### src/rtl/video_pkg.sv
// Shared types for the VGA/LCD video output stage.
package video_pkg;

  typedef struct packed {
    logic [7:0] r;
    logic [7:0] g;
    logic [7:0] b;
  } rgb_t;

  typedef enum logic [1:0] {
    ST_IDLE = 2'd0,
    ST_WAIT = 2'd1,
    ST_RUN  = 2'd2
  } vga_state_t;

endpackage

### src/rtl/video_if.sv
// Pixel-FIFO handshake plus the registered video pins of the output stage.
interface video_if;
  import video_pkg::*;

  // Handshake: pix_data is taken on every rising edge where pix_ready is high.
  // pix_ready depends only on scan position, never on pix_valid; a high
  // pix_ready with low pix_valid is an underflow and the pixel is shown black.
  rgb_t       pix_data;
  logic       pix_valid;
  logic       pix_ready;

  logic       VGA_HS;
  logic       VGA_VS;
  logic       VGA_BLANK;
  logic [7:0] VGA_R;
  logic [7:0] VGA_G;
  logic [7:0] VGA_B;
  logic       frame_start;
  logic       underflow;

  modport master (
    input  pix_data, pix_valid,
    output pix_ready, VGA_HS, VGA_VS, VGA_BLANK, VGA_R, VGA_G, VGA_B,
           frame_start, underflow
  );

  modport slave (
    output pix_data, pix_valid,
    input  pix_ready, VGA_HS, VGA_VS, VGA_BLANK, VGA_R, VGA_G, VGA_B,
           frame_start, underflow
  );

endinterface

### src/rtl/sync_counter.sv
// One timing axis: counter laid out as front porch, sync, back porch, active.
module sync_counter #(
  parameter  int DISP  = 800,
  parameter  int FP    = 40,
  parameter  int PULSE = 48,
  parameter  int BP    = 40,
  localparam int TOTAL = FP + PULSE + BP + DISP,
  localparam int W     = $clog2(TOTAL)
) (
  input  logic         clk,
  input  logic         rst_n,
  input  logic         cnt_en,
  input  logic         clear,
  output logic [W-1:0] cnt,
  output logic         wrap,
  output logic         sync_n,
  output logic         active
);

  localparam logic [W-1:0] LAST    = W'(TOTAL - 1);
  localparam logic [W-1:0] SYNC_LO = W'(FP);
  localparam logic [W-1:0] SYNC_HI = W'(FP + PULSE);
  localparam logic [W-1:0] ACT_LO  = W'(FP + PULSE + BP);

  assign wrap   = (cnt == LAST);
  assign sync_n = !((cnt >= SYNC_LO) && (cnt < SYNC_HI));
  assign active = (cnt >= ACT_LO);

  always_ff @(posedge clk) begin
    if (!rst_n || clear) begin
      cnt <= '0;
    end else if (cnt_en) begin
      cnt <= wrap ? '0 : cnt + 1'b1;
    end
  end

endmodule

### src/rtl/vga_timing_gen.sv
// VGA/LCD timing generator: scans HS/VS/BLANK and pulls one pixel per active
// position from the upstream FIFO, presenting everything on registered pins.
module vga_timing_gen
  import video_pkg::*;
#(
  parameter int HDISP  = 800,
  parameter int VDISP  = 480,
  parameter int HFP    = 40,
  parameter int HPULSE = 48,
  parameter int HBP    = 40,
  parameter int VFP    = 13,
  parameter int VPULSE = 3,
  parameter int VBP    = 29
) (
  input  logic       pixel_clk,
  input  logic       pixel_rst_n,
  input  logic       enable,
  video_if.master    vid,
  output vga_state_t dbg_state
);

  localparam int HBLK = HFP + HPULSE + HBP;
  localparam int VBLK = VFP + VPULSE + VBP;
  localparam int HW   = $clog2(HBLK + HDISP);
  localparam int VW   = $clog2(VBLK + VDISP);

  vga_state_t    state;
  logic          run;
  logic [HW-1:0] h_cnt;
  logic [VW-1:0] v_cnt;
  logic          h_wrap, h_sync_n, h_active;
  logic          v_wrap, v_sync_n, v_active;
  logic          frame_first;
  logic          frame_end;

  assign run       = (state == ST_RUN);
  assign dbg_state = state;

  sync_counter #(.DISP(HDISP), .FP(HFP), .PULSE(HPULSE), .BP(HBP)) u_h_cnt (
    .clk    (pixel_clk),
    .rst_n  (pixel_rst_n),
    .cnt_en (run),
    .clear  (!run),
    .cnt    (h_cnt),
    .wrap   (h_wrap),
    .sync_n (h_sync_n),
    .active (h_active)
  );

  sync_counter #(.DISP(VDISP), .FP(VFP), .PULSE(VPULSE), .BP(VBP)) u_v_cnt (
    .clk    (pixel_clk),
    .rst_n  (pixel_rst_n),
    .cnt_en (run && h_wrap),
    .clear  (!run),
    .cnt    (v_cnt),
    .wrap   (v_wrap),
    .sync_n (v_sync_n),
    .active (v_active)
  );

  assign vid.pix_ready = run && h_active && v_active;
  assign frame_first   = (h_cnt == HW'(HBLK)) && (v_cnt == VW'(VBLK));
  assign frame_end     = h_wrap && v_wrap;

  // Outputs follow the counter state by one cycle; leaving RUN only at the
  // frame wrap means a disabled scan never truncates a frame.
  always_ff @(posedge pixel_clk) begin
    if (!pixel_rst_n) begin
      state           <= ST_IDLE;
      vid.VGA_HS      <= 1'b1;
      vid.VGA_VS      <= 1'b1;
      vid.VGA_BLANK   <= 1'b0;
      vid.VGA_R       <= 8'h00;
      vid.VGA_G       <= 8'h00;
      vid.VGA_B       <= 8'h00;
      vid.frame_start <= 1'b0;
      vid.underflow   <= 1'b0;
    end else begin
      unique case (state)
        ST_IDLE: if (enable) state <= ST_WAIT;
        ST_WAIT: begin
          if (!enable)            state <= ST_IDLE;
          else if (vid.pix_valid) state <= ST_RUN;
        end
        ST_RUN:  if (!enable && frame_end) state <= ST_IDLE;
        default: state <= ST_IDLE;
      endcase

      vid.VGA_HS      <= !run || h_sync_n;
      vid.VGA_VS      <= !run || v_sync_n;
      vid.VGA_BLANK   <= vid.pix_ready;
      vid.frame_start <= vid.pix_ready && frame_first;

      if (vid.pix_ready && vid.pix_valid) begin
        vid.VGA_R <= vid.pix_data.r;
        vid.VGA_G <= vid.pix_data.g;
        vid.VGA_B <= vid.pix_data.b;
      end else begin
        vid.VGA_R <= 8'h00;
        vid.VGA_G <= 8'h00;
        vid.VGA_B <= 8'h00;
      end

      if (vid.pix_ready && !vid.pix_valid) vid.underflow <= 1'b1;
    end
  end

endmodule
### src/flat_wrapper.sv
// flat-port wrapper written by rule: the top's interface ports become plain ports
module vga_timing_gen_flat import video_pkg::*;
#(
  parameter int HDISP  = 800,
  parameter int VDISP  = 480,
  parameter int HFP    = 40,
  parameter int HPULSE = 48,
  parameter int HBP    = 40,
  parameter int VFP    = 13,
  parameter int VPULSE = 3,
  parameter int VBP    = 29
)
  (pixel_clk, pixel_rst_n, enable, dbg_state, vid_pix_data, vid_pix_valid, vid_pix_ready, vid_VGA_HS, vid_VGA_VS, vid_VGA_BLANK, vid_VGA_R, vid_VGA_G, vid_VGA_B, vid_frame_start, vid_underflow);
  video_if vid_i ();
  input  logic pixel_clk;
  input  logic pixel_rst_n;
  input  logic enable;
  output vga_state_t dbg_state;
  input wire logic [$bits(vid_i.pix_data)-1:0] vid_pix_data;
  input wire logic [$bits(vid_i.pix_valid)-1:0] vid_pix_valid;
  output wire logic [$bits(vid_i.pix_ready)-1:0] vid_pix_ready;
  output wire logic [$bits(vid_i.VGA_HS)-1:0] vid_VGA_HS;
  output wire logic [$bits(vid_i.VGA_VS)-1:0] vid_VGA_VS;
  output wire logic [$bits(vid_i.VGA_BLANK)-1:0] vid_VGA_BLANK;
  output wire logic [$bits(vid_i.VGA_R)-1:0] vid_VGA_R;
  output wire logic [$bits(vid_i.VGA_G)-1:0] vid_VGA_G;
  output wire logic [$bits(vid_i.VGA_B)-1:0] vid_VGA_B;
  output wire logic [$bits(vid_i.frame_start)-1:0] vid_frame_start;
  output wire logic [$bits(vid_i.underflow)-1:0] vid_underflow;
  assign vid_i.pix_data = vid_pix_data;
  assign vid_i.pix_valid = vid_pix_valid;
  assign vid_pix_ready = vid_i.pix_ready;
  assign vid_VGA_HS = vid_i.VGA_HS;
  assign vid_VGA_VS = vid_i.VGA_VS;
  assign vid_VGA_BLANK = vid_i.VGA_BLANK;
  assign vid_VGA_R = vid_i.VGA_R;
  assign vid_VGA_G = vid_i.VGA_G;
  assign vid_VGA_B = vid_i.VGA_B;
  assign vid_frame_start = vid_i.frame_start;
  assign vid_underflow = vid_i.underflow;
  vga_timing_gen #(.HDISP(HDISP), .VDISP(VDISP), .HFP(HFP), .HPULSE(HPULSE), .HBP(HBP), .VFP(VFP), .VPULSE(VPULSE), .VBP(VBP)) u_core (.pixel_clk(pixel_clk), .pixel_rst_n(pixel_rst_n), .enable(enable), .vid(vid_i), .dbg_state(dbg_state));
endmodule
### config.mk
export PLATFORM = sky130hd
export DESIGN_NAME = vga_timing_gen_flat
export DESIGN_NICKNAME = d
export VERILOG_FILES = /design/src/rtl/video_pkg.sv /design/src/rtl/video_if.sv /design/src/rtl/sync_counter.sv /design/src/rtl/vga_timing_gen.sv /design/src/flat_wrapper.sv
export SDC_FILE = /design/constraint.sdc
export NUM_CORES = 1
export LEC_CHECK = 0
export CORE_ASPECT_RATIO = 0.75
export CORE_MARGIN = 8
export CORE_UTILIZATION = 46
export DETAILED_ROUTE_END_ITERATION = 8
export PLACE_DENSITY = 0.75
export SYNTH_ARGS = -nofsm -noshare
export SYNTH_HDL_FRONTEND = slang
export SYNTH_SLANG_ARGS = --single-unit
### constraint.sdc
create_clock -name pixel_clk -period 2.4 [get_ports pixel_clk]
set_input_delay 0.24 -clock pixel_clk [delete_from_list [all_inputs] [get_ports pixel_clk]]
set_output_delay 0.24 -clock pixel_clk [all_outputs]
set_load 0.05 [all_outputs]
==> results.tsv, run 1 <==
metric	value	unit
dp_hpwl	3856	µm
fmax	0.4642	GHz
r2r-start	u_core.u_h_cnt.cnt[1]	
ys_warn_count	0	
finalNetCount	328	
insertion_delay	0.30	ns
die_w	93.10	µm
dieArea	6873	µm²
ir_worst_vdd	0.3015	mV
wl	5212	µm
fillers	382	
routed-via-count	1881	
cp-end-kind	primary output	
syn_avg_cell_area	8.653	µm²
synth.top_cell.area_share	49.79	%
drive_above_1_share	6.102	%
status	completed	
die_h	73.83	µm
drc	0	
timing.rr.end	u_core.u_v_cnt.cnt[9]	
syn_nets	270	
final_cell_mix	clkdlybuf4s50_1, dfxtp_1, nand3_1	
p_leak	0.8798	nW
max-cap-violations	0	
min_path_cells	2	
place_congestion	0.7990	
setup_tns	0	ns
grt_antenna_before_repair	0	
grt_max_degree	27	
p_per_area	532.6	nW/µm²
required	2.16	ns
diodes	0	
drt_iter0_drc	152	
ys_seq_area_share	49.79	%
drv_slew	0	
io_pins	60	
min_period	2.154	ns
min_path_type	flop to flop	
cp_max_fo	8	
vias_per_cell	5.344	
fin_crit_sh	89.76	%
worstSetupPathType	flop to primary output	
slew_headroom	57.23	%
grtUsageTotal	15.27	%
root_buffer	clkbuf_8	
final_common_cell	clkdlybuf4s50_1	
netlist_area	2051	µm²
finClkSkew	0.007780	ns
cts_resized	0	
cts_hold_buf	0	
start_util	46.74	%
cts_made_buffers	5	
clk_pin_slew	0.09	ns
grt_pass1_wl	8321	µm
tightest_slew	0.6380	ns
worst_r2r_path_depth	5	
min_from	u_core.vid.underflow	
ys_seq_elements	51	
clock-sinks	51	
rsz0062_at_grt	false	
synth_cell_types	32	
hold_slack	0.4628	ns
crit_arrival	1.91	ns
portBuffers	59	
area_growth	38.01	%
synth.largest_area_cell	dfxtp_1	
post_cts_buffers	0	
grt_pass1_vias	1695	
syn_inst	237	
core	4388	µm²
reg2reg_setup_slack	0.31	ns
htree_levels	2	
clock_path_buffers	2	
avgRoutedWirePerCell	14.81	µm
min_to	u_core.vid.underflow	
setup_viol	0	
synth_area_leaders	dfxtp_1, nand3_1, nor3_1	
overflow	0	
timing_hold_violations_final	0	
drtAntennaViolNets	0	
first_pass_iters	4	
cts_tree	built	
start_kind	flop	
rows	21	
-- area by class of cell --
cell class	count	area [µm²]	area share, %
clock inverters	1	30.03	1.061
inverters	5	18.77	0.6631
well taps	57	71.32	2.520
multi-input cells	167	970.9	34.31
flip-flops and latches	51	1021	36.07
clock buffers	6	72.57	2.564
repair buffers	65	645.6	22.81
-- flip-flops by register name, indices dropped and copies added (netlist names), 2 cells and up --
name and flops:
u_core.u_h_cnt.cnt 10, u_core.vid.VGA_G 8, u_core.u_v_cnt.cnt 10, u_core.vid.VGA_B 8
u_core.dbg_state 2, u_core.vid.VGA_R 8
-- per-layer routing --
| metal | vias up | routed length, µm | global-route usage [%] |
|---|---|---|---|
| met5 | - | 0 | 0 |
| met2 | 61 | 2349 | 22.70 |
| met4 | 0 | 78 | 5.872 |
| li1 | 951 | - | - |
| met3 | 8 | 382 | 4.490 |
| met1 | 861 | 2402 | 20.20 |
-- kinds of logic after synthesis --
logic type,after synthesis,synth area share (%)
XOR/XNOR,10,4.271
adder cells (fa/ha/maj),5,3.051
AND/OR/NAND/NOR,133,33.80
multiplexers,1,0.4881
flip-flops,51,49.79
AO/OA/AOI/OAI,18,5.064
buffers and inverters,19,3.539
-- worst max-delay path, cell delays in order (launching register included) --
cell and delay (ns):
dfxtp_1 0.48, inv_1 0.08, ha_1 0.21, nor2b_1 0.14
o21ai_0 0.19, a21boi_2 0.11, nor3_2 0.23, buf_12 0.17
-- metrics by stage --
stage / power (mW) / area [µm²] / utilization, % / cells / setup slack [ns]
final: 1.507 / 2830 / 64.50 / 352 / 0.2458
after global routing: 1.563 / 2830 / 64.50 / 352 / 0.09617
after CTS: 1.525 / 2830 / 64.50 / 352 / 0.2423
after detailed placement: 0.9557 / 2728 / 62.16 / 345 / 0.3517
after global placement: 0.9552 / 2728 / 62.16 / 345 / 0.3819
after floorplan: 0.8984 / 2056 / - / 237 / 0.1599
-- worst max path at each step --
stage | cells past startpoint | from | to
detailed placement | 4 | u_core.u_h_cnt.cnt[7] | u_core.u_v_cnt.cnt[9]
global placement | 4 | u_core.u_h_cnt.cnt[7] | u_core.u_v_cnt.cnt[9]
finish | 7 | u_core.u_v_cnt.cnt[0] | vid_pix_ready
global route | 7 | u_core.u_v_cnt.cnt[0] | vid_pix_ready
floorplan | 7 | u_core.u_v_cnt.cnt[0] | vid_pix_ready
CTS | 7 | u_core.u_v_cnt.cnt[0] | vid_pix_ready
-- power by group --
| group | total (mW) | internal, mW | switching, mW |
|---|---|---|---|
| Sequential | 0.854 | 0.848 | 0.00587 |
| Combinational | 0.0822 | 0.0500 | 0.0323 |
| Clock | 0.572 | 0.306 | 0.266 |
| Total | 1.51 | 1.20 | 0.304 |
-- synthesized netlist by cell type --
cell and number:
dfxtp_1 51, nand3_1 35, nor3_1 30, nor2_1 18, nand2_1 16, clkbuf_1 13
xnor2_1 8, o21ai_0 7, nor4_1 6, or3_1 6, a21oi_1 5, ha_1 5
inv_1 5, nand4b_1 4, nand2b_1 3, nand3b_1 3, nand4_1 3, and3_1 2
nor2b_1 2, or4_4 2, xor2_1 2, a21boi_1 1, and2_1 1, buf_2 1
mux2i_1 1, o21ai_1 1, o22ai_1 1, o31ai_1 1, o32ai_1 1, o41ai_1 1
or3b_1 1, or4_1 1
(Power assumes the default switching activity.)
==> inputs of run 2 (changes only) <==
Settings changed: CTS_CLUSTER_SIZE set to 12, SYNTH_HIERARCHICAL set to 1.
==> results.tsv, run 2 <==
metric	value	unit	change
root_buffer	clkbuf_8		unchanged
die_h	73.45	µm	was 73.83 µm
tightest_slew	0.5352	ns	was 0.6380 ns
timing_hold_violations_final	0		unchanged
area_growth	36.16	%	was 38.01%
dieArea	6801	µm²	was 6873 µm²
fmax	0.4404	GHz	was 0.4642 GHz
cpPeakStageDelay	0.46	ns	was 0.48 ns
min_path_cells	1		was 2
avgRoutedWirePerCell	13.83	µm	was 14.81 µm
overflow	0		unchanged
slowest_stage	or3b_2		was dfxtp_1
final_cell_mix	clkdlybuf4s50_1, dfxtp_1, and2_1		was clkdlybuf4s50_1, dfxtp_1, nand3_1
ir_worst_vdd	0.2894	mV	was 0.3015 mV
synth_cell_types	40		was 32
syn_avg_cell_area	9.924	µm²	was 8.653 µm²
portBuffers	59		unchanged
fin_crit_sh	94.61	%	was 89.76%
die_w	92.60	µm	was 93.10 µm
drtAntennaViolNets	0		unchanged
finClkSkew	0.009969	ns	was 0.007780 ns
post_cts_buffers	0		unchanged
diodes	0		unchanged
syn_nets	237		was 270
cts_made_buffers	5		unchanged
grt_max_degree	25		was 27
max-cap-violations	0		unchanged
ys_seq_area_share	50.43	%	was 49.79%
reg_top3	u_core/u_h_cnt/cnt x10, u_core/u_v_cnt/cnt x10		was u_core.u_h_cnt.cnt x10, u_core.u_v_cnt.cnt x10
finalNetCount	299		was 328
dp_hpwl	3456	µm	was 3856 µm
p_leak	0.9712	nW	was 0.8798 nW
synth.largest_area_cell	dfxtp_1		unchanged
cp_max_fo	5		was 8
hold_slack	0.4820	ns	was 0.4628 ns
cp_common_cell	inv_1		
start_util	46.70	%	was 46.74%
p_per_area	516.2	nW/µm²	was 532.6 nW/µm²
netlist_area	2024	µm²	was 2051 µm²
cts_resized	0		unchanged
synth_ff_type	dfxtp_1		unchanged
insertion_delay	0.30	ns	about the same
wl	4480	µm	was 5212 µm
async_flop_share	0	%	unchanged
setup_viol	0		unchanged
synth_area_leaders	dfxtp_1, and2_1, nor2_1		was dfxtp_1, nand3_1, nor3_1
htree_levels	2		unchanged
drive_above_1_share	8.614	%	was 6.102%
grt_pass1_wl	7093	µm	was 8321 µm
switching_power	0.2976	mW	was 0.3040 mW
drc	0		unchanged
ys_seq_elements	51		unchanged
power_frac_seq	59.6	%	was 56.6%
cp-end-kind	primary output		unchanged
synth.most_common_cell	dfxtp_1		unchanged
rows	21		unchanged
power.share.clock	36.0	%	was 37.9%
clk_pin_slew	0.10	ns	was 0.09 ns
worstSetupPathType	flop to primary output		unchanged
grt_antenna_before_repair	0		unchanged
syn_inst	204		was 237
start_kind	flop		unchanged
cts_hold_buf	0		unchanged
slew_headroom	64.21	%	was 57.23%
required	2.16	ns	about the same
path_cells	inv_1 -> ha_1 -> inv_1 -> a21oi_1 -> o21ai_0 -> or3b_2 -> and4b_2 -> buf_6		was inv_1 -> ha_1 -> nor2b_1 -> o21ai_0 -> a21boi_2 -> nor3_2 -> buf_12
status	completed		unchanged
grt_pass1_vias	1407		was 1,695
routed-via-count	1536		was 1,881
final_common_cell	clkdlybuf4s50_1		unchanged
worst_r2r_path_depth	8		was 5
first_pass_iters	4		unchanged
p_int	1.125	mW	was 1.203 mW
clock_path_buffers	2		unchanged
synth.top_cell.area_share	50.43	%	was 49.79%
drt_iter0_drc	85		was 152
ys_warn_count	6		was 0
core	4335	µm²	was 4388 µm²
cts_tree	built		unchanged
clock-sinks	51		unchanged
io_pins	60		unchanged
p_sw_share	20.92	%	was 20.17%
grtUsageTotal	13.32	%	was 15.27%
place_congestion	0.8379		was 0.7990
final_core_util	63.58	%	was 64.50%
comb_power_share	4.4	%	was 5.5%
drv_slew	0		unchanged
min_period	2.271	ns	was 2.154 ns
power	1.423	mW	was 1.507 mW
crit_arrival	2.03	ns	was 1.91 ns
min_path_type	flop to flop		unchanged
yosys-top-cells-count	dfxtp_1, and2_1, nor2_1		was dfxtp_1, nand3_1, nor3_1
synth_edf_count	0		unchanged
vias_per_cell	4.741		was 5.344
-- run 2: changes by cell type after synthesis, moves of 5 or more --
cell	delta
nand2_1	-5
nor2_1	+7
o21ai_0	-5
xor2_1	+6
nor3_1	-27
or3_1	-5
and2_1	+25
nand3_1	-28
clkbuf_1	-12
-- run 2: metrics by stage --
stage,setup WS [ns],setup TNS (ns),cell area (µm²),cells
floorplan,0.09328,0,2024,204
finish,0.1293,0,2756,324
detailed placement,0.2330,0,2648,316
CTS,0.02569,0,2746,324
global route,-0.007367,-0.007367,2756,324
global placement,0.3012,0,2648,316
-- run 2: cells by family (layout without fill, tap and decap cells) --
group / after synthesis / count (layout) / synth area share, %
muxes: 2 / 2 / 0.9889
adders and majority gates: 5 / 5 / 3.090
DFF: 51 / 51 / 50.43
buffers and inverters: 15 / 78 / 4.388
AOI/OAI and AO/OA: 9 / 9 / 3.091
and+or+nand+nor: 104 / 104 / 30.22
xor gates and xnor gates: 18 / 18 / 7.787
-- run 2: path summary, 6_finish.rpt --
kind / start / end / slack, ns
worst max-delay path: u_core/u_v_cnt/cnt[1] / vid_pix_ready / 0.13
worst min-delay path: u_core/vid.underflow / u_core/vid.underflow / 0.48
worst max register to register: u_core/u_h_cnt/cnt[0] / u_core/u_v_cnt/cnt[9] / 0.27
worst min register to register: u_core/vid.underflow / u_core/vid.underflow / 0.48
-- run 2: area by class of cell --
class	instances	area, µm²
clock buffer	6	82.58
sequential	51	1026
fill	376	1579
inverter	8	30.03
clock inverter	2	16.27
multi-input combinational	138	915.9
tap	57	71.32
timing repair buffer	62	614.3
-- run 2: per-layer routing --
metal	GRT usage, %	share of wire, %
met1	17.41	48
met2	19.70	43
met3	4.694	7.8
met4	4.804	0.92
met5	0	0
-- run 2: power groups by stage --
stage	sequential [mW]	combinational [mW]	clock (mW)
6_report	0.848	0.0628	0.513
5_1_grt	0.848	0.0671	0.563
4_1_cts	0.849	0.0633	0.529
3_5_place_dp	0.868	0.0629	0
3_3_place_gp	0.868	0.0626	0
2_1_floorplan	0.873	0.00841	0
-- run 2: critical path, delay by kind of cell, from the launching register on --
kind / cells / cell delay, ns
AOI/OAI and AO/OA: 2 / 0.18
and+or+nand+nor: 2 / 0.75
buffers and inverters: 3 / 0.26
DFF: 1 / 0.37
adders and majority gates: 1 / 0.17
==> inputs of run 3 (changes only) <==
Settings changed: CORE_ASPECT_RATIO 0.75 to 1.25.
==> results.tsv, run 3 (synthesis gave the netlist of run 2 again) <==
metric	value	unit	change
dieArea	6793	µm²	was 6801 µm²
fmax	0.4409	GHz	was 0.4404 GHz
path_cells	inv_1 -> ha_1 -> a21oi_1 -> o21ai_0 -> or3b_2 -> and4b_2 -> buf_6		was inv_1 -> ha_1 -> inv_1 -> a21oi_1 -> o21ai_0 -> or3b_2 -> and4b_2 -> buf_6
place_congestion	0.7429		was 0.8379
clock-sinks	51		unchanged
root_buffer	clkbuf_8		unchanged
min_period	2.268	ns	was 2.271 ns
setup_viol	0		unchanged
path_delay_family	simple AND/OR/NAND/NOR gates		unchanged
finalNetCount	299		unchanged
cts_hold_buf	0		unchanged
finClkSkew	0.003484	ns	was 0.009969 ns
rows	27		was 21
slowest_stage	or3b_2		unchanged
setup_tns	0	ns	unchanged
grt_pass1_wl	7189	µm	was 7093 µm
fillers	381		was 376
final_core_util	63.86	%	was 63.58%
tightest_slew	0.5337	ns	was 0.5352 ns
max-cap-violations	0		unchanged
crit_arrival	2.03	ns	about the same
cpPeakStageDelay	0.45	ns	was 0.46 ns
slew_headroom	64.31	%	was 64.21%
portBuffers	59		unchanged
p_per_area	535.1	nW/µm²	was 516.2 nW/µm²
min_path_type	flop to flop		unchanged
overflow	0		unchanged
grt_antenna_before_repair	0		unchanged
cp-end-kind	primary output		unchanged
clk_pin_slew	0.09	ns	was 0.10 ns
vias_per_cell	4.867		was 4.741
drt_iter0_drc	70		was 85
drive_above_1_share	7.895	%	was 8.614%
final_cell_mix	clkdlybuf4s50_1, dfxtp_1, and2_1		unchanged
io_pins	60		unchanged
rsz0062_at_grt	false		
fin_crit_sh	94.51	%	was 94.61%
diodes	0		unchanged
status	completed		unchanged
die_w	75.34	µm	was 92.60 µm
post_cts_buffers	0		unchanged
cp_max_fo	6		was 5
htree_levels	2		unchanged
timing_hold_violations_final	0		unchanged
drtAntennaViolNets	0		unchanged
reg_top3	u_core/u_h_cnt/cnt x10, u_core/u_v_cnt/cnt x10		unchanged
clock_path_buffers	2		unchanged
dp_hpwl	3471	µm	was 3456 µm
grtUsageTotal	13.37	%	was 13.32%
required	2.16	ns	about the same
ir_worst_vdd	0.3163	mV	was 0.2894 mV
hold_slack	0.4853	ns	was 0.4820 ns
avgRoutedWirePerCell	14.12	µm	was 13.83 µm
drc	0		unchanged
worstSetupPathType	flop to primary output		unchanged
crit_buf_inv	2		was 3
cts_tree	built		unchanged
grt_pass1_vias	1429		was 1,407
insertion_delay	0.29	ns	was 0.30 ns
p_leak	0.9732	nW	was 0.9712 nW
seqCellArea	1022	µm²	was 1026 µm²
start_kind	flop		unchanged
power	1.478	mW	was 1.423 mW
wl	4575	µm	was 4480 µm
die_h	90.17	µm	was 73.45 µm
grt_max_degree	25		unchanged
final_common_cell	clkdlybuf4s50_1		unchanged
cts_made_buffers	5		unchanged
start_util	46.82	%	was 46.70%
area_growth	36.40	%	was 36.16%
multi_input_area	915.9	µm²	unchanged
routed-via-count	1577		was 1,536
first_pass_iters	4		unchanged
drv_slew	0		unchanged
core	4324	µm²	was 4335 µm²
==> run 3: final cells by class <==
class	count	area share (%)
Clock buffer	5	2.492
Clock inverter	2	1.359
Inverter	8	1.087
Multi-Input combinational cell	138	33.17
Sequential cell	51	37.02
Tap cell	58	2.628
Timing Repair Buffer	62	22.25
==> run 3: final timing paths <==
check | slack, ns | startpoint | cells past startpoint | end
min reg2reg | 0.49 | u_core/vid.underflow | 1 | u_core/vid.underflow
max reg2reg | 0.29 | u_core/u_v_cnt/cnt[0] | 8 | u_core/vid.VGA_R[6]
max | 0.13 | u_core/u_v_cnt/cnt[0] | 7 | vid_pix_ready
min | 0.49 | u_core/vid.underflow | 1 | u_core/vid.underflow
==> run 3: report_power, final <==
part | switching [mW] | internal, mW | leakage (nW) | total (mW)
Combinational | 0.0193 | 0.0441 | 0.512 | 0.0634
Clock | 0.261 | 0.305 | 0.0502 | 0.566
Sequential | 0.00191 | 0.847 | 0.411 | 0.849
==> run 3: routing by layer <==
metal | vias up | global-route usage, % | part of all wire (%)
met4 | 0 | 5.788 | 1.6
met3 | 6 | 4.000 | 9.9
li1 | 794 | - | -
met2 | 58 | 19.71 | 43
met5 | - | 0 | 0
met1 | 719 | 17.27 | 45
==> run 3: stage by stage <==
stage | cell area, µm² | std cells | setup WS [ns]
6_report | 2761 | 324 | 0.1318
5_1_grt | 2761 | 324 | 0.01586
4_1_cts | 2755 | 324 | 0.05619
3_5_place_dp | 2649 | 317 | 0.2749
3_3_place_gp | 2649 | 317 | 0.3429
2_1_floorplan | 2024 | 204 | 0.09328
==> run 3: what timing repair did <==
action | in CTS | in global routing
setup endpoints to repair | 0 | 1
gates resized for setup | 0 | 3
endpoints found under the hold margin | 0 | 0
